<file path="src/rtl/jtdd2_sdram_arb_if.sv">
// jtdd2_sdram_arb_if
// Bundles the requester side and the SDRAM controller side of the JTDD2
// read arbiter.
//   slave  : the arbiter itself (receives requests, drives the SDRAM read request)
//   master : everything around it (requesters plus SDRAM controller)
// Signals:
//   slot_cs[4], slot_addr[4*AW]      per-slot read request and word address
//   slot_ok[4], slot_dout[4*32]      per-slot hit flag and cached data
//   sdram_req, sdram_addr[AW]        request to the SDRAM controller
//   sdram_ack, data_rdy, data_read   controller accept, data strobe and data
//   refresh_en                       controller may refresh
interface jtdd2_sdram_arb_if #(
    parameter int AW = 22
);
    logic [3:0]      slot_cs;
    logic [4*AW-1:0] slot_addr;
    logic [3:0]      slot_ok;
    logic [127:0]    slot_dout;
    logic            sdram_req;
    logic            sdram_ack;
    logic            data_rdy;
    logic [31:0]     data_read;
    logic [AW-1:0]   sdram_addr;
    logic            refresh_en;

    modport slave (
        input  slot_cs, slot_addr, sdram_ack, data_rdy, data_read,
        output slot_ok, slot_dout, sdram_req, sdram_addr, refresh_en
    );

    modport master (
        output slot_cs, slot_addr, sdram_ack, data_rdy, data_read,
        input  slot_ok, slot_dout, sdram_req, sdram_addr, refresh_en
    );
endinterface

</file>
<file path="src/rtl/jtdd2_sdram_arb.sv">
// jtdd2_sdram_arb
// Four-requester SDRAM read arbiter. Each slot keeps a one-entry 32-bit cache
// tagged by word address; a miss raises a request that is served either by
// fixed priority (PRIO_SLOT) or by round-robin. Slots in GATE_MASK are not
// started during vertical blank, and the controller is allowed to refresh
// whenever the arbiter is idle with nothing pending or a download is running.
// Ports:
//   clk, rst      system clock, synchronous active-high reset
//   vblank        vertical blank, gates GATE_MASK slots
//   downloading   ROM download in progress, flushes caches and idles the arbiter
//   bus           jtdd2_sdram_arb_if.slave (requester and SDRAM controller signals)
module jtdd2_sdram_arb #(
    parameter int         AW        = 22,
    parameter int         PRIO_SLOT = 0,
    parameter logic [3:0] GATE_MASK = 4'b1100,
    parameter int         TIMEOUT   = 63
) (
    input  logic             clk,
    input  logic             rst,
    input  logic             vblank,
    input  logic             downloading,
    jtdd2_sdram_arb_if.slave bus
);
    typedef enum logic [1:0] {IDLE, REQ, WAIT} state_t;

    state_t        state, state_next;
    logic [1:0]    win, win_next, rr_last, scan;
    logic          found, issue, fill, expired;
    logic [5:0]    timer, timer_inc;
    logic [3:0]    valid, hit, pend;
    logic [AW-1:0] tag  [4];
    logic [31:0]   dout [4];
    logic          req_r;
    logic [AW-1:0] addr_r;

    always_comb begin
        for (int i = 0; i < 4; i++) begin
            hit[i]  = valid[i] && (tag[i] == bus.slot_addr[i*AW +: AW]);
            pend[i] = bus.slot_cs[i] && !hit[i] && !(GATE_MASK[i] && vblank);
        end
    end

    // The priority slot wins outright; otherwise scan starting just after the
    // last round-robin winner so every slot gets its turn.
    always_comb begin
        win_next = win;
        found    = 1'b0;
        scan     = 2'd0;
        if (pend[PRIO_SLOT]) begin
            win_next = 2'(PRIO_SLOT);
            found    = 1'b1;
        end else begin
            for (int k = 1; k <= 4; k++) begin
                scan = rr_last + 2'(k);
                if (!found && pend[scan]) begin
                    win_next = scan;
                    found    = 1'b1;
                end
            end
        end
    end

    // The timer holds the cycles already spent on the request; the abort fires
    // on the edge where that count reaches TIMEOUT, so the bus is held for
    // at most TIMEOUT cycles.
    assign timer_inc = timer + 6'd1;
    assign expired   = (timer_inc == 6'(TIMEOUT));

    always_comb begin
        state_next = state;
        issue      = 1'b0;
        fill       = 1'b0;
        if (downloading) begin
            state_next = IDLE;
        end else begin
            case (state)
                IDLE: begin
                    if (found) begin
                        issue      = 1'b1;
                        state_next = REQ;
                    end
                end
                REQ: begin
                    if (bus.sdram_ack) begin
                        // data arriving together with the ack completes the fill at once
                        fill       = bus.data_rdy;
                        state_next = bus.data_rdy ? IDLE : WAIT;
                    end else if (expired) begin
                        state_next = IDLE;
                    end
                end
                WAIT: begin
                    if (bus.data_rdy) begin
                        fill       = 1'b1;
                        state_next = IDLE;
                    end else if (expired) begin
                        state_next = IDLE;
                    end
                end
                default: state_next = IDLE;
            endcase
        end
    end

    always_ff @(posedge clk) begin
        if (rst) state <= IDLE;
        else     state <= state_next;
    end

    // The winner's valid bit drops at issue, so an aborted request leaves the
    // slot missing and it asks again. Priority-slot fills leave rr_last alone.
    always_ff @(posedge clk) begin
        if (rst) begin
            req_r   <= 1'b0;
            addr_r  <= '0;
            valid   <= '0;
            win     <= 2'd0;
            rr_last <= 2'd3;
            timer   <= '0;
            for (int i = 0; i < 4; i++) begin
                tag[i]  <= '0;
                dout[i] <= '0;
            end
        end else begin
            req_r <= (state_next == REQ);
            if (issue)              timer <= '0;
            else if (state != IDLE) timer <= timer_inc;
            if (downloading) begin
                valid <= '0;
            end else if (issue) begin
                addr_r          <= bus.slot_addr[int'(win_next)*AW +: AW];
                valid[win_next] <= 1'b0;
                win             <= win_next;
            end else if (fill) begin
                dout[win]  <= bus.data_read;
                tag[win]   <= addr_r;
                valid[win] <= 1'b1;
                if (win != 2'(PRIO_SLOT)) rr_last <= win;
            end
        end
    end

    assign bus.slot_ok    = bus.slot_cs & hit;
    assign bus.sdram_req  = req_r;
    assign bus.sdram_addr = addr_r;
    assign bus.refresh_en = downloading || ((state == IDLE) && (pend == 4'd0));

    for (genvar g = 0; g < 4; g++) begin : g_dout
        assign bus.slot_dout[g*32 +: 32] = dout[g];
    end
endmodule

</file>
<file path="src/flat_wrapper.sv">
// flat-port wrapper written by rule: the top's interface ports become plain ports
module jtdd2_sdram_arb_flat 
#(
    parameter int         AW        = 22,
    parameter int         PRIO_SLOT = 0,
    parameter logic [3:0] GATE_MASK = 4'b1100,
    parameter int         TIMEOUT   = 63
)
  (clk, rst, vblank, downloading, bus_slot_cs, bus_slot_addr, bus_sdram_ack, bus_data_rdy, bus_data_read, bus_slot_ok, bus_slot_dout, bus_sdram_req, bus_sdram_addr, bus_refresh_en);
  jtdd2_sdram_arb_if #(.AW(AW)) bus_i ();
  input  logic clk;
  input  logic rst;
  input  logic vblank;
  input  logic downloading;
  input wire logic [$bits(bus_i.slot_cs)-1:0] bus_slot_cs;
  input wire logic [$bits(bus_i.slot_addr)-1:0] bus_slot_addr;
  input wire logic [$bits(bus_i.sdram_ack)-1:0] bus_sdram_ack;
  input wire logic [$bits(bus_i.data_rdy)-1:0] bus_data_rdy;
  input wire logic [$bits(bus_i.data_read)-1:0] bus_data_read;
  output wire logic [$bits(bus_i.slot_ok)-1:0] bus_slot_ok;
  output wire logic [$bits(bus_i.slot_dout)-1:0] bus_slot_dout;
  output wire logic [$bits(bus_i.sdram_req)-1:0] bus_sdram_req;
  output wire logic [$bits(bus_i.sdram_addr)-1:0] bus_sdram_addr;
  output wire logic [$bits(bus_i.refresh_en)-1:0] bus_refresh_en;
  assign bus_i.slot_cs = bus_slot_cs;
  assign bus_i.slot_addr = bus_slot_addr;
  assign bus_i.sdram_ack = bus_sdram_ack;
  assign bus_i.data_rdy = bus_data_rdy;
  assign bus_i.data_read = bus_data_read;
  assign bus_slot_ok = bus_i.slot_ok;
  assign bus_slot_dout = bus_i.slot_dout;
  assign bus_sdram_req = bus_i.sdram_req;
  assign bus_sdram_addr = bus_i.sdram_addr;
  assign bus_refresh_en = bus_i.refresh_en;
  jtdd2_sdram_arb #(.AW(AW), .PRIO_SLOT(PRIO_SLOT), .GATE_MASK(GATE_MASK), .TIMEOUT(TIMEOUT)) u_core (.clk(clk), .rst(rst), .vblank(vblank), .downloading(downloading), .bus(bus_i));
endmodule
</file>
<file path="config.mk">
export PLATFORM = sky130hd
export DESIGN_NAME = jtdd2_sdram_arb_flat
export DESIGN_NICKNAME = d
export VERILOG_FILES = /design/src/rtl/jtdd2_sdram_arb_if.sv /design/src/rtl/jtdd2_sdram_arb.sv /design/src/flat_wrapper.sv
export SDC_FILE = /design/constraint.sdc
export NUM_CORES = 1
export LEC_CHECK = 0
export ABC_AREA = 0
export BUFFER_PORTS_ARGS = -buffer_cell sky130_fd_sc_hd__buf_4
export CORE_ASPECT_RATIO = 0.75
export CORE_MARGIN = 5
export CORE_UTILIZATION = 35
export CTS_CLUSTER_SIZE = 25
export DETAILED_ROUTE_END_ITERATION = 8
export GPL_TIMING_DRIVEN = 0
export PLACE_DENSITY = 0.61
export SKIP_CTS_REPAIR_TIMING = 1
export SLEW_MARGIN = 20
export SYNTH_ARGS = -nofsm -noshare
export SYNTH_HDL_FRONTEND = slang
export SYNTH_SLANG_ARGS = --single-unit
export TNS_END_PERCENT = 1
</file>
<file path="constraint.sdc">
create_clock -name clk -period 3.8 [get_ports clk]
set_input_delay 0.38 -clock clk [delete_from_list [all_inputs] [get_ports clk]]
set_output_delay 0.38 -clock clk [all_outputs]
set_load 0.005 [all_outputs]
</file>
==> run_summary.xml, run 1 <==
<?xml version="1.0" encoding="UTF-8"?>
<metrics>
  <group name="power">
    <metric name="internal_power" unit="W">0.00494</metric>
    <metric name="netSwitchingFraction" unit="%">25.2</metric>
    <metric name="pwr-share-clk" unit="%">39.4</metric>
    <metric name="pwr_density_cell" unit="nW/um^2">427</metric>
    <metric name="pwr-share-comb" unit="%">12.0</metric>
    <metric name="seqPwrFrac" unit="%">48.7</metric>
    <metric name="switching_power_total" unit="W">0.00166</metric>
    <metric name="vdd.ir_drop.worst" unit="mV">0.304</metric>
    <metric name="power_leakage" unit="nW">6.87</metric>
  </group>
  <group name="synth">
    <metric name="number_of_enable_flip_flop_cells_after_synthesis" unit="">216</metric>
    <metric name="number_of_nets_produced_by_synthesis" unit="">1072</metric>
    <metric name="ys.flop_type" unit="">edfxtp_1</metric>
    <metric name="synthDistinctLibCells" unit="">63</metric>
    <metric name="sequential_share_of_the_synthesized_area" unit="%">62.6</metric>
    <metric name="yosys_warnings" unit="">0</metric>
    <metric name="synth_async_sr_flop_share" unit="%">0</metric>
    <metric name="synth.cell_area" unit="sq um">11600</metric>
    <metric name="syn_inst" unit="">936</metric>
    <metric name="synth-seq-cells" unit="">255</metric>
    <metric name="syn-mean-instance-area" unit="sq um">12.4</metric>
  </group>
  <group name="setup_path">
    <metric name="cp_common_cell" unit="">buf_4</metric>
    <metric name="path_buf_inv" unit="">3</metric>
    <metric name="timing.setup.critical_path_class" unit="">flop to flop</metric>
    <metric name="cp-start-kind" unit="">flop</metric>
    <metric name="worst_ep_required_time" unit="ps">4040</metric>
    <metric name="slowest_delay" unit="ps">420</metric>
    <metric name="rr_worst_depth" unit="">11</metric>
    <metric name="regToRegStartpoint" unit="">u_core.tag[3][2]</metric>
    <metric name="critPathArrivalTime" unit="ps">3910</metric>
    <metric name="reg2reg_setup_slack" unit="ps">130</metric>
    <metric name="maximum_fanout_count_along_the_critical_path" unit="">21</metric>
    <metric name="critical_path.reg2reg.endpoint" unit="">u_core.tag[2][8]</metric>
    <metric name="cp_slowest_cell" unit="">o41ai_4</metric>
    <metric name="crit_path_cells" unit="">xor2_1 -&gt; nor4_1 -&gt; nand4_1 -&gt; buf_4 -&gt; o41ai_4 -&gt; and4b_2 -&gt; nor2b_1 -&gt; nor4_4 -&gt; buf_4 -&gt; a21o_4 -&gt; clkbuf_16</metric>
    <metric name="cp_top_family" unit="">simple AND/OR/NAND/NOR gates</metric>
    <metric name="timing.critical_path.to_type" unit="">flop</metric>
  </group>
  <group name="timing">
    <metric name="final_min_period_over_clock_period" unit="%">96.7</metric>
    <metric name="total_negative_slack" unit="ps">0</metric>
    <metric name="timing_worst_slew_pin_value" unit="ps">801</metric>
    <metric name="timing.clock.skew" unit="ps">10.8</metric>
    <metric name="final_report_max_slew_violation_count" unit="">0</metric>
    <metric name="fmax" unit="GHz">0.272</metric>
    <metric name="timing.slew.headroom" unit="%">46.6</metric>
    <metric name="whs" unit="ps">118</metric>
    <metric name="rsz0062_at_grt" unit="">yes</metric>
    <metric name="finalSetupViolCount" unit="">0</metric>
    <metric name="timing_hold_violations_final" unit="">0</metric>
    <metric name="final_period_minus_worst_setup_slack" unit="ps">3670</metric>
  </group>
  <group name="global_route">
    <metric name="overflow" unit="">0</metric>
    <metric name="grt_first_pass_wirelength" unit="microns">58100</metric>
    <metric name="antenna_found_initial" unit="">1</metric>
    <metric name="vias_in_the_first_global_route" unit="">8705</metric>
    <metric name="grtUsageTotal" unit="%">21.2</metric>
    <metric name="grt_max_degree" unit="">44</metric>
  </group>
  <group name="clock_network">
    <metric name="clock_path_buffers" unit="">3</metric>
    <metric name="tritoncts" unit="">done</metric>
    <metric name="cts_inserted_buffers" unit="">27</metric>
    <metric name="numClockSinks" unit="">255</metric>
    <metric name="worst_setup_hold_path_clk_slew" unit="ps">60</metric>
    <metric name="cts.htree.levels" unit="">1</metric>
    <metric name="cts.root.buffer_cell" unit="">clkbuf_16</metric>
    <metric name="clk-insertion-delay-late" unit="ps">540</metric>
  </group>
  <group name="route">
    <metric name="totalWireLength" unit="microns">41300</metric>
    <metric name="drc" unit="">0</metric>
    <metric name="ant_nets" unit="">0</metric>
    <metric name="tritonroute_pass_1_iters" unit="">7</metric>
    <metric name="vias" unit="">8772</metric>
    <metric name="post_drt_wl_per_cell" unit="microns">23.9</metric>
    <metric name="via_per_inst" unit="">5.08</metric>
    <metric name="drt-initial-drc-count" unit="">786</metric>
  </group>
  <group name="placement">
    <metric name="port_buffers" unit="">285</metric>
    <metric name="placed_inst_area" unit="sq um">14400</metric>
    <metric name="gp_congestion" unit="">0.904</metric>
    <metric name="dp.final_hpwl" unit="microns">30000</metric>
  </group>
  <group name="cells_and_area">
    <metric name="number_of_filler_cells_placed_in_the_layout" unit="">3028</metric>
    <metric name="layout.core_utilization" unit="%">47.5</metric>
    <metric name="final_layout_size_suffix_gt1_share" unit="%">33.6</metric>
    <metric name="flow.area_growth_from_synthesis" unit="%">33.3</metric>
    <metric name="final_nets" unit="">1399</metric>
    <metric name="final_design_area_no_fill" unit="sq um">15500</metric>
  </group>
  <group name="floorplan">
    <metric name="die_width" unit="microns">220</metric>
    <metric name="floorplan.initialDensity" unit="%">35.7</metric>
    <metric name="floorplan.die_area" unit="sq um">36900</metric>
    <metric name="core" unit="sq um">32500</metric>
    <metric name="core.rowCount" unit="">57</metric>
    <metric name="top_level_ports" unit="">286</metric>
    <metric name="die_h" unit="microns">168</metric>
  </group>
  <group name="outcome">
    <metric name="status" unit="">complete, no violations</metric>
  </group>
  <group name="min_path">
    <metric name="holdCritPathClass" unit="">input port to flop</metric>
    <metric name="worst_hold_path.num_cells" unit="">3</metric>
    <metric name="worst_hold_path.endpoint" unit="">u_core.dout[3][30]</metric>
    <metric name="hold_path.startpoint" unit="">bus_data_read[30]</metric>
  </group>
  <group name="job">
    <metric name="cap_violations" unit="">0</metric>
  </group>
</metrics>
-- cells in the mapped netlist (all sizes together), types with 13 or more instances --
cell type	n	area share (%)
xnor2	32	2.4
clkbuf	36	1.2
and3	68	3.7
mux2i	43	3.7
nor2	129	4.2
nand2	56	2.5
o21bai	20	1.3
xor2	61	4.6
a211oi	20	1.7
and2	17	0.92
o21ai	13	0.56
edfxtp	216	56
buf	18	1.3
inv	52	1.7
dfxtp	39	6.7
nor4	15	0.94
-- per-stage QoR --
stage	total power, W	setup WS [ps]	instances
detailed placement	0.00403	-926	1667
global route	0.00682	-88.9	1726
finish	0.00660	127	1726
floorplan	0.00356	-118	936
CTS	0.00661	-843	1716
global placement	0.00401	-2230	1663
-- how the worst max path moves through the flow --
stage	start	end	slack, ps	depth (start not counted)
floorplan	bus_slot_addr[69]	u_core.dout[1][0]	-120	9
global placement	bus_slot_addr[18]	u_core.dout[2][20]	-2230	10
detailed placement	bus_slot_addr[18]	u_core.dout[3][20]	-930	11
CTS	u_core.tag[0][18]	u_core.dout[3][1]	-840	10
global route	u_core.tag[3][3]	u_core.dout[1][31]	-90	13
finish	u_core.tag[3][2]	u_core.tag[2][8]	130	11
-- sequential cells by signal, indices dropped and copies added (netlist names) --
register               count
u_core.bus.sdram_addr     22
u_core.bus.sdram_req       1
u_core.dout              128
u_core.rr_last             2
u_core.state               2
u_core.tag                88
u_core.timer               6
u_core.valid               4
u_core.win                 2
-- worst register-to-register path: cells and delay by family, from the launching register on --
kind,cells,cell delay (ps)
XOR/XNOR,1,180
flip-flops,1,380
AO/OA/AOI/OAI,2,750
AND/OR/NAND/NOR,5,1260
buffers and inverters,3,790
-- cells by family after synthesis --
group | count (synthesis) | share of synthesized area, %
mux | 44 | 3.84
compound gates | 100 | 6.97
simple gates | 332 | 14.7
fa+ha+maj | 6 | 0.647
flops | 255 | 62.6
buf+inv | 106 | 4.18
xor+xnor | 93 | 7.02
-- cell usage in the layout (no fill, tap or decap), drive strengths merged, types with 10 or more instances in the layout --
cell and count:
a211oi 20, and2 17, and3 68, buf 313, clkbuf 72, clkinv 10
dfxtp 39, edfxtp 216, inv 52, mux2i 43, nand2 56, nand4 11
nor2 129, nor4 15, o21ai 13, o21bai 20, xnor2 32, xor2 61
-- per-layer routing --
metal	part of all wire [%]	GRT usage [%]
met4	2.4	4.53
met2	45	32.7
met1	43	29.4
met5	0	0
met3	10	6.93
-- layout make-up --
class,instances,area [sq um],share of cell area [%]
antenna,1,2.50,0.0162
tap,442,553,3.58
clock inverter,13,96.3,0.623
timing repair buffer,295,2290,14.8
inverter,52,195,1.26
buffer,54,302,1.95
sequential,255,7270,47.0
clock buffer,36,761,4.92
multi-input combinational,578,4000,25.8
-- power by group through the flow --
stage | Clock (W) | Combinational (W) | Sequential, W
after global placement | 0 | 0.000741 | 0.00327
final | 0.00260 | 0.000789 | 0.00321
after CTS | 0.00264 | 0.000763 | 0.00321
after detailed placement | 0 | 0.000760 | 0.00327
after global routing | 0.00276 | 0.000839 | 0.00322
after floorplan | 0 | 0.000308 | 0.00325
Note: power is estimated with default switching activity, not from simulation.
==> run 2, diff against run 1 <==
- REMOVE_ABC_BUFFERS: default -> 1
- clock period: 3.8 -> 3.2 ns (I/O delays scaled with it)
==> run 2 against run 1 <==
Net effect:
- the run now ends with setup timing left
- non-clock buffer count decreased by 3
- die area stayed put
- power is 22% higher
- sequential power grew 19%
- clock skew is 12 ps higher
- largest cell class unchanged
- largest power group unchanged
- highest routed layer unchanged
==> run_summary.xml, run 2 (synthesized netlist as in run 1, its figures left out) <==
<?xml version="1.0" encoding="UTF-8"?>
<metrics>
  <group name="setup_path">
    <metric name="timing.setup.critical_path_class" unit="">flop to flop</metric>
    <metric name="critical_path.reg2reg.endpoint" unit="">u_core.bus.sdram_addr[19]</metric>
    <metric name="rr_worst_depth" unit="">13</metric>
    <metric name="slowest_delay" unit="ps">570</metric>
    <metric name="worst_ep_required_time" unit="ps">3610</metric>
    <metric name="cp-start-kind" unit="">flop</metric>
    <metric name="crit_path_cells" unit="">xor2_2 -&gt; nor4_4 -&gt; nand4_1 -&gt; o41a_4 -&gt; buf_6 -&gt; mux2_4 -&gt; a311oi_4 -&gt; o22ai_4 -&gt; buf_12 -&gt; nand2_8 -&gt; buf_12 -&gt; mux2i_1 -&gt; a221oi_1</metric>
    <metric name="cp_slowest_cell" unit="">o41a_4</metric>
    <metric name="cp_common_cell" unit="">buf_12</metric>
    <metric name="crit_path_start" unit="">u_core.tag[2][1]</metric>
    <metric name="timing.critical_path.to_type" unit="">flop</metric>
    <metric name="reg2reg_setup_slack" unit="ps">-470</metric>
    <metric name="regToRegStartpoint" unit="">u_core.tag[2][1]</metric>
    <metric name="path_buf_inv" unit="">3</metric>
    <metric name="cp_top_family" unit="">compound AO/OA/AOI/OAI gates</metric>
    <metric name="maximum_fanout_count_along_the_critical_path" unit="">8</metric>
    <metric name="critPathArrivalTime" unit="ps">4080</metric>
  </group>
  <group name="power">
    <metric name="vdd.ir_drop.worst" unit="mV">0.427</metric>
    <metric name="switching_power_total" unit="W">0.00202</metric>
    <metric name="seqPwrFrac" unit="%">47.3</metric>
    <metric name="pwr-share-clk" unit="%">40.1</metric>
    <metric name="internal_power" unit="W">0.00602</metric>
    <metric name="pwr-share-comb" unit="%">12.6</metric>
    <metric name="pwr_density_cell" unit="nW/um^2">499</metric>
    <metric name="netSwitchingFraction" unit="%">25.1</metric>
    <metric name="power_leakage" unit="nW">7.13</metric>
  </group>
  <group name="floorplan">
    <metric name="die_width" unit="microns">220</metric>
    <metric name="core" unit="sq um">32500</metric>
    <metric name="top_level_ports" unit="">286</metric>
    <metric name="core.rowCount" unit="">57</metric>
    <metric name="die_h" unit="microns">168</metric>
    <metric name="floorplan.die_area" unit="sq um">36900</metric>
    <metric name="floorplan.initialDensity" unit="%">35.7</metric>
  </group>
  <group name="route">
    <metric name="post_drt_wl_per_cell" unit="microns">23.7</metric>
    <metric name="via_per_inst" unit="">5.08</metric>
    <metric name="vias" unit="">8770</metric>
    <metric name="drt-initial-drc-count" unit="">787</metric>
    <metric name="drc" unit="">0</metric>
    <metric name="ant_nets" unit="">0</metric>
    <metric name="totalWireLength" unit="microns">41000</metric>
    <metric name="tritonroute_pass_1_iters" unit="">5</metric>
  </group>
  <group name="clock_network">
    <metric name="cts.htree.levels" unit="">1</metric>
    <metric name="numClockSinks" unit="">255</metric>
    <metric name="tritoncts" unit="">done</metric>
    <metric name="clk-insertion-delay-late" unit="ps">560</metric>
    <metric name="cts_inserted_buffers" unit="">28</metric>
    <metric name="clock_path_buffers" unit="">3</metric>
    <metric name="cts.root.buffer_cell" unit="">clkbuf_16</metric>
    <metric name="worst_setup_hold_path_clk_slew" unit="ps">70</metric>
  </group>
  <group name="min_path">
    <metric name="worst_hold_path.endpoint" unit="">u_core.dout[3][29]</metric>
    <metric name="hold_path.startpoint" unit="">bus_data_read[29]</metric>
    <metric name="holdCritPathClass" unit="">input port to flop</metric>
    <metric name="worst_hold_path.num_cells" unit="">3</metric>
  </group>
  <group name="timing">
    <metric name="timing.slew.headroom" unit="%">36.9</metric>
    <metric name="final_report_max_slew_violation_count" unit="">0</metric>
    <metric name="timing_worst_slew_pin_value" unit="ps">946</metric>
    <metric name="timing_hold_violations_final" unit="">0</metric>
    <metric name="final.setup.worst_slack" unit="ps">-468</metric>
    <metric name="final_period_minus_worst_setup_slack" unit="ps">3670</metric>
    <metric name="fmax" unit="GHz">0.273</metric>
    <metric name="timing.clock.skew" unit="ps">22.4</metric>
    <metric name="whs" unit="ps">36.7</metric>
    <metric name="total_negative_slack" unit="ps">-122190</metric>
    <metric name="finalSetupViolCount" unit="">462</metric>
    <metric name="final_min_period_over_clock_period" unit="%">115</metric>
    <metric name="rsz0062_at_grt" unit="">yes</metric>
  </group>
  <group name="cells_and_area">
    <metric name="final_design_area_no_fill" unit="sq um">16100</metric>
    <metric name="multi_input_area" unit="sq um">4240</metric>
    <metric name="largest_reg_flops" unit="">128</metric>
    <metric name="register_containing_the_most_flip_flops_in_the_final_layout" unit="">u_core.dout</metric>
    <metric name="flow.area_growth_from_synthesis" unit="%">38.7</metric>
    <metric name="ff_latch_area" unit="sq um">7270</metric>
    <metric name="final_layout_size_suffix_gt1_share" unit="%">38.4</metric>
    <metric name="stdcell_count" unit="">1728</metric>
    <metric name="layout_commonest_cell" unit="">buf_4</metric>
    <metric name="most_frequent_cells_in_the_layout" unit="">buf_4, edfxtp_1, nor2_1</metric>
    <metric name="number_of_filler_cells_placed_in_the_layout" unit="">2935</metric>
    <metric name="final_nets" unit="">1399</metric>
  </group>
  <group name="job">
    <metric name="cap_violations" unit="">0</metric>
  </group>
  <group name="placement">
    <metric name="gp_congestion" unit="">0.828</metric>
    <metric name="dp_cells" unit="">1620</metric>
    <metric name="port_buffers" unit="">285</metric>
    <metric name="dp.final_hpwl" unit="microns">25600</metric>
    <metric name="placed_inst_area" unit="sq um">14400</metric>
    <metric name="pre_cts_slack" unit="ps">-1730</metric>
  </group>
  <group name="global_route">
    <metric name="antenna_found_initial" unit="">3</metric>
    <metric name="grt_first_pass_wirelength" unit="microns">54900</metric>
    <metric name="vias_in_the_first_global_route" unit="">8493</metric>
    <metric name="overflow" unit="">0</metric>
    <metric name="grtUsageTotal" unit="%">19.6</metric>
    <metric name="grt_max_degree" unit="">61</metric>
  </group>
  <group name="outcome">
    <metric name="status" unit="">complete, but fails checks</metric>
    <metric name="failed_checks" unit="">setup timing</metric>
  </group>
</metrics>
[run 2: cell types whose count changed in the layout (fill, tap and decap cells not counted), sizes merged]
cell	change
diode	+1
buf	+27
clkinv	+3
clkbuf	-33
a21o	-1
nor2b	+1
bufinv	+2
clkinvlp	-1
and2b	+1
inv	+1
nand2	+1
[run 2: cell type report]
class                   count  share of cell area, %
diodes                      2                 0.0311
clock buffers              33                   4.47
clock inverters            18                   1.10
inverters                  52                   1.21
multi-input cells         580                   26.3
flip-flops and latches    255                   45.1
well taps                 442                   3.44
repair buffers            346                   18.3
[run 2: worst max path at each step]
stage | endpoint | depth (start not counted)
6_report | u_core.bus.sdram_addr[19] | 13
5_1_grt | u_core.bus.sdram_addr[3] | 14
4_1_cts | u_core.dout[1][22] | 11
3_5_place_dp | u_core.dout[1][22] | 12
3_3_place_gp | u_core.bus.sdram_addr[16] | 10
2_1_floorplan | u_core.bus.sdram_addr[20] | 10
[run 2: through the flow]
stage               power (W)  util, %
floorplan             0.00420        -
global placement      0.00471     43.1
detailed placement    0.00476     44.1
CTS                   0.00796     46.9
global route          0.00831     49.5
finish                0.00804     49.5
[run 2: power by group through the flow]
stage | Combinational [W] | Clock [W] | Sequential, W
finish | 0.00101 | 0.00322 | 0.00381
CTS | 0.000889 | 0.00327 | 0.00380
floorplan | 0.000336 | 0 | 0.00386
global route | 0.00106 | 0.00342 | 0.00382
detailed placement | 0.000886 | 0 | 0.00387
global placement | 0.000839 | 0 | 0.00387
[run 2: routing by layer]
layer	track usage, %	share of wire (%)
met4	5.18	1.9
met3	5.87	9.4
met2	29.6	46
met5	0	0
met1	27.6	43
[run 2: worst register-to-register path, cell delays in order (launching register included)]
cell	delay, ps
edfxtp_1	400
xor2_2	180
nor4_4	410
nand4_1	240
o41a_4	570
buf_6	150
mux2_4	310
a311oi_4	340
o22ai_4	140
buf_12	170
nand2_8	120
buf_12	170
mux2i_1	210
a221oi_1	110
==> run 3, diff against run 2 <==
- CTS_CLUSTER_DIAMETER: default -> 150
- PLACE_DENSITY: 0.61 -> 0.62
==> run 3 against run 2 <==
Net effect:
- the flow still finishes with violations (setup timing)
- sequential power barely moved
- utilization shrank 1.5 points
- die area is the same
- combinational power shrank 4%
- fmax rose by 3.9%
- count of clock-buffer cells in the layout decreased by 10
- non-clock buffer count is 7 lower
- sequential share of layout area up 1.4 points
- cell count decreased by 1.9%
- clock power is 37% lower
- global-route usage down 0.52 points
- largest power group unchanged
==> run_summary.xml, run 3 (synthesized netlist as in run 1, its figures left out) <==
<?xml version="1.0" encoding="UTF-8"?>
<metrics>
  <group name="cells_and_area">
    <metric name="largest_reg_flops" unit="">128</metric>
    <metric name="register_containing_the_most_flip_flops_in_the_final_layout" unit="">u_core.dout</metric>
    <metric name="final_nets" unit="">1377</metric>
    <metric name="flow.area_growth_from_synthesis" unit="%">34.6</metric>
    <metric name="multi_input_area" unit="sq um">4260</metric>
    <metric name="layout_commonest_cell" unit="">buf_4</metric>
    <metric name="ff_latch_area" unit="sq um">7270</metric>
    <metric name="layout.core_utilization" unit="%">48.0</metric>
    <metric name="final_design_area_no_fill" unit="sq um">15600</metric>
    <metric name="number_of_filler_cells_placed_in_the_layout" unit="">2959</metric>
    <metric name="final_layout_size_suffix_gt1_share" unit="%">39.1</metric>
    <metric name="most_frequent_cells_in_the_layout" unit="">buf_4, edfxtp_1, nor2_1</metric>
  </group>
  <group name="placement">
    <metric name="pre_cts_slack" unit="ps">-1680</metric>
    <metric name="gp_congestion" unit="">0.815</metric>
    <metric name="placed_inst_area" unit="sq um">14300</metric>
    <metric name="dp.final_hpwl" unit="microns">25600</metric>
    <metric name="port_buffers" unit="">285</metric>
  </group>
  <group name="timing">
    <metric name="rsz0062_at_grt" unit="">yes</metric>
    <metric name="timing_hold_violations_final" unit="">0</metric>
    <metric name="timing.slew.headroom" unit="%">47.4</metric>
    <metric name="final_period_minus_worst_setup_slack" unit="ps">3530</metric>
    <metric name="timing.clock.skew" unit="ps">41.4</metric>
    <metric name="final_report_max_slew_violation_count" unit="">0</metric>
    <metric name="timing_worst_slew_pin_value" unit="ps">788</metric>
    <metric name="whs" unit="ps">102</metric>
    <metric name="final_min_period_over_clock_period" unit="%">110</metric>
    <metric name="final.setup.worst_slack" unit="ps">-329</metric>
    <metric name="fmax" unit="GHz">0.283</metric>
    <metric name="finalSetupViolCount" unit="">433</metric>
  </group>
  <group name="clock_network">
    <metric name="tritoncts" unit="">done</metric>
    <metric name="numClockSinks" unit="">255</metric>
    <metric name="cts.htree.levels" unit="">1</metric>
    <metric name="cts.root.buffer_cell" unit="">clkbuf_16</metric>
    <metric name="worst_setup_hold_path_clk_slew" unit="ps">110</metric>
    <metric name="clk-insertion-delay-late" unit="ps">500</metric>
    <metric name="cts_inserted_buffers" unit="">14</metric>
    <metric name="clock_path_buffers" unit="">3</metric>
  </group>
  <group name="setup_path">
    <metric name="crit_path_cells" unit="">xor2_1 -&gt; nor4_2 -&gt; nand4_1 -&gt; buf_4 -&gt; buf_4 -&gt; o41a_1 -&gt; buf_4 -&gt; a2111oi_4 -&gt; a311oi_4 -&gt; o22ai_4 -&gt; buf_12 -&gt; nand2_8 -&gt; nor2_4 -&gt; buf_12 -&gt; a211oi_2</metric>
    <metric name="cp_top_family" unit="">compound AO/OA/AOI/OAI gates</metric>
    <metric name="cp_slowest_cell" unit="">nor4_2</metric>
    <metric name="path_buf_inv" unit="">5</metric>
    <metric name="reg2reg_setup_slack" unit="ps">-330</metric>
    <metric name="cp-start-kind" unit="">flop</metric>
    <metric name="worst_ep_required_time" unit="ps">3580</metric>
    <metric name="cp_common_cell" unit="">buf_4</metric>
    <metric name="timing.setup.critical_path_class" unit="">flop to flop</metric>
    <metric name="critPathArrivalTime" unit="ps">3910</metric>
    <metric name="maximum_fanout_count_along_the_critical_path" unit="">14</metric>
    <metric name="timing.critical_path.to_type" unit="">flop</metric>
    <metric name="slowest_delay" unit="ps">470</metric>
  </group>
  <group name="floorplan">
    <metric name="core.rowCount" unit="">57</metric>
    <metric name="core" unit="sq um">32500</metric>
    <metric name="die_h" unit="microns">168</metric>
    <metric name="top_level_ports" unit="">286</metric>
    <metric name="floorplan.initialDensity" unit="%">35.7</metric>
    <metric name="die_width" unit="microns">220</metric>
    <metric name="floorplan.die_area" unit="sq um">36900</metric>
  </group>
  <group name="route">
    <metric name="totalWireLength" unit="microns">39200</metric>
    <metric name="vias" unit="">8587</metric>
    <metric name="ant_nets" unit="">0</metric>
    <metric name="drt-initial-drc-count" unit="">653</metric>
    <metric name="post_drt_wl_per_cell" unit="microns">23.1</metric>
    <metric name="tritonroute_pass_1_iters" unit="">5</metric>
    <metric name="drc" unit="">0</metric>
    <metric name="via_per_inst" unit="">5.07</metric>
  </group>
  <group name="power">
    <metric name="pwr-share-comb" unit="%">14.2</metric>
    <metric name="power_leakage" unit="nW">6.89</metric>
    <metric name="switching_power_total" unit="W">0.00175</metric>
    <metric name="pwr_density_cell" unit="nW/um^2">435</metric>
    <metric name="pwr-share-clk" unit="%">29.9</metric>
    <metric name="total_power" unit="W">0.00679</metric>
    <metric name="seqPwrFrac" unit="%">55.9</metric>
    <metric name="vdd.ir_drop.worst" unit="mV">0.463</metric>
    <metric name="internal_power" unit="W">0.00505</metric>
    <metric name="netSwitchingFraction" unit="%">25.7</metric>
  </group>
  <group name="outcome">
    <metric name="status" unit="">complete, but fails checks</metric>
    <metric name="failed_checks" unit="">setup timing</metric>
  </group>
  <group name="global_route">
    <metric name="vias_in_the_first_global_route" unit="">8389</metric>
    <metric name="grt_first_pass_wirelength" unit="microns">53600</metric>
    <metric name="grtUsageTotal" unit="%">19.1</metric>
    <metric name="overflow" unit="">0</metric>
    <metric name="grt_max_degree" unit="">56</metric>
    <metric name="antenna_found_initial" unit="">4</metric>
  </group>
  <group name="job">
    <metric name="cap_violations" unit="">0</metric>
  </group>
  <group name="min_path">
    <metric name="holdCritPathClass" unit="">input port to flop</metric>
  </group>
</metrics>
## run 3: changes by cell type in the layout (fill, tap and decap cells not counted), sizes merged
cell / change
nand2: +1
buf: -7
clkinvlp: -1
a21o: -1
clkbuf: -10
bufinv: -3
nor2b: -1
clkinv: -13
diode: +2
## run 3: worst paths after layout
kind,start,to,cells after the start
worst max-delay path,u_core.tag[3][4],u_core.bus.sdram_addr[12],15
worst min-delay path,bus_data_read[23],u_core.dout[3][23],3
worst max register to register,u_core.tag[3][4],u_core.bus.sdram_addr[12],15
worst min register to register,u_core.timer[5],u_core.timer[5],2
## run 3: cell type report
class	instances	share of cell area [%]
Sequential cell	255	46.5
Multi-Input combinational cell	579	27.3
Timing Repair Buffer	339	18.6
Tap cell	442	3.54
Clock buffer	23	2.60
Inverter	52	1.25
Clock inverter	1	0.128
Antenna cell	4	0.0641
## run 3: layer usage
layer | up-vias | GRT usage (%) | wire length, microns
met5 | - | 0 | 7
met2 | 355 | 30.1 | 17900
met3 | 45 | 5.70 | 3830
met1 | 4251 | 26.0 | 16600
met4 | 2 | 4.48 | 881
li1 | 3934 | - | -
## run 3: stage by stage
step,TNS (ps),instances
floorplan,-459980,882
detailed placement,-632960,1619
global placement,-1440300,1609
CTS,-616270,1643
global route,-107070,1694
finish,-69540,1695
## run 3: power groups by stage
| stage | Sequential [W] | Clock, W | Combinational, W |
|---|---|---|---|
| after detailed placement | 0.00387 | 0 | 0.000875 |
| final | 0.00380 | 0.00203 | 0.000966 |
| after floorplan | 0.00386 | 0 | 0.000336 |
| after CTS | 0.00380 | 0.00208 | 0.000879 |
| after global routing | 0.00381 | 0.00220 | 0.00103 |
| after global placement | 0.00387 | 0 | 0.000830 |
## run 3: worst register-to-register path, stage by stage, from the launching register on
cell       delay, ps
edfxtp_1         400
xor2_1           170
nor4_2           470
nand4_1          140
buf_4            200
buf_4            140
o41a_1           430
buf_4            190
a2111oi_4        260
a311oi_4         100
o22ai_4          190
buf_12           170
nand2_8          100
nor2_4           180
buf_12           190
a211oi_2         110
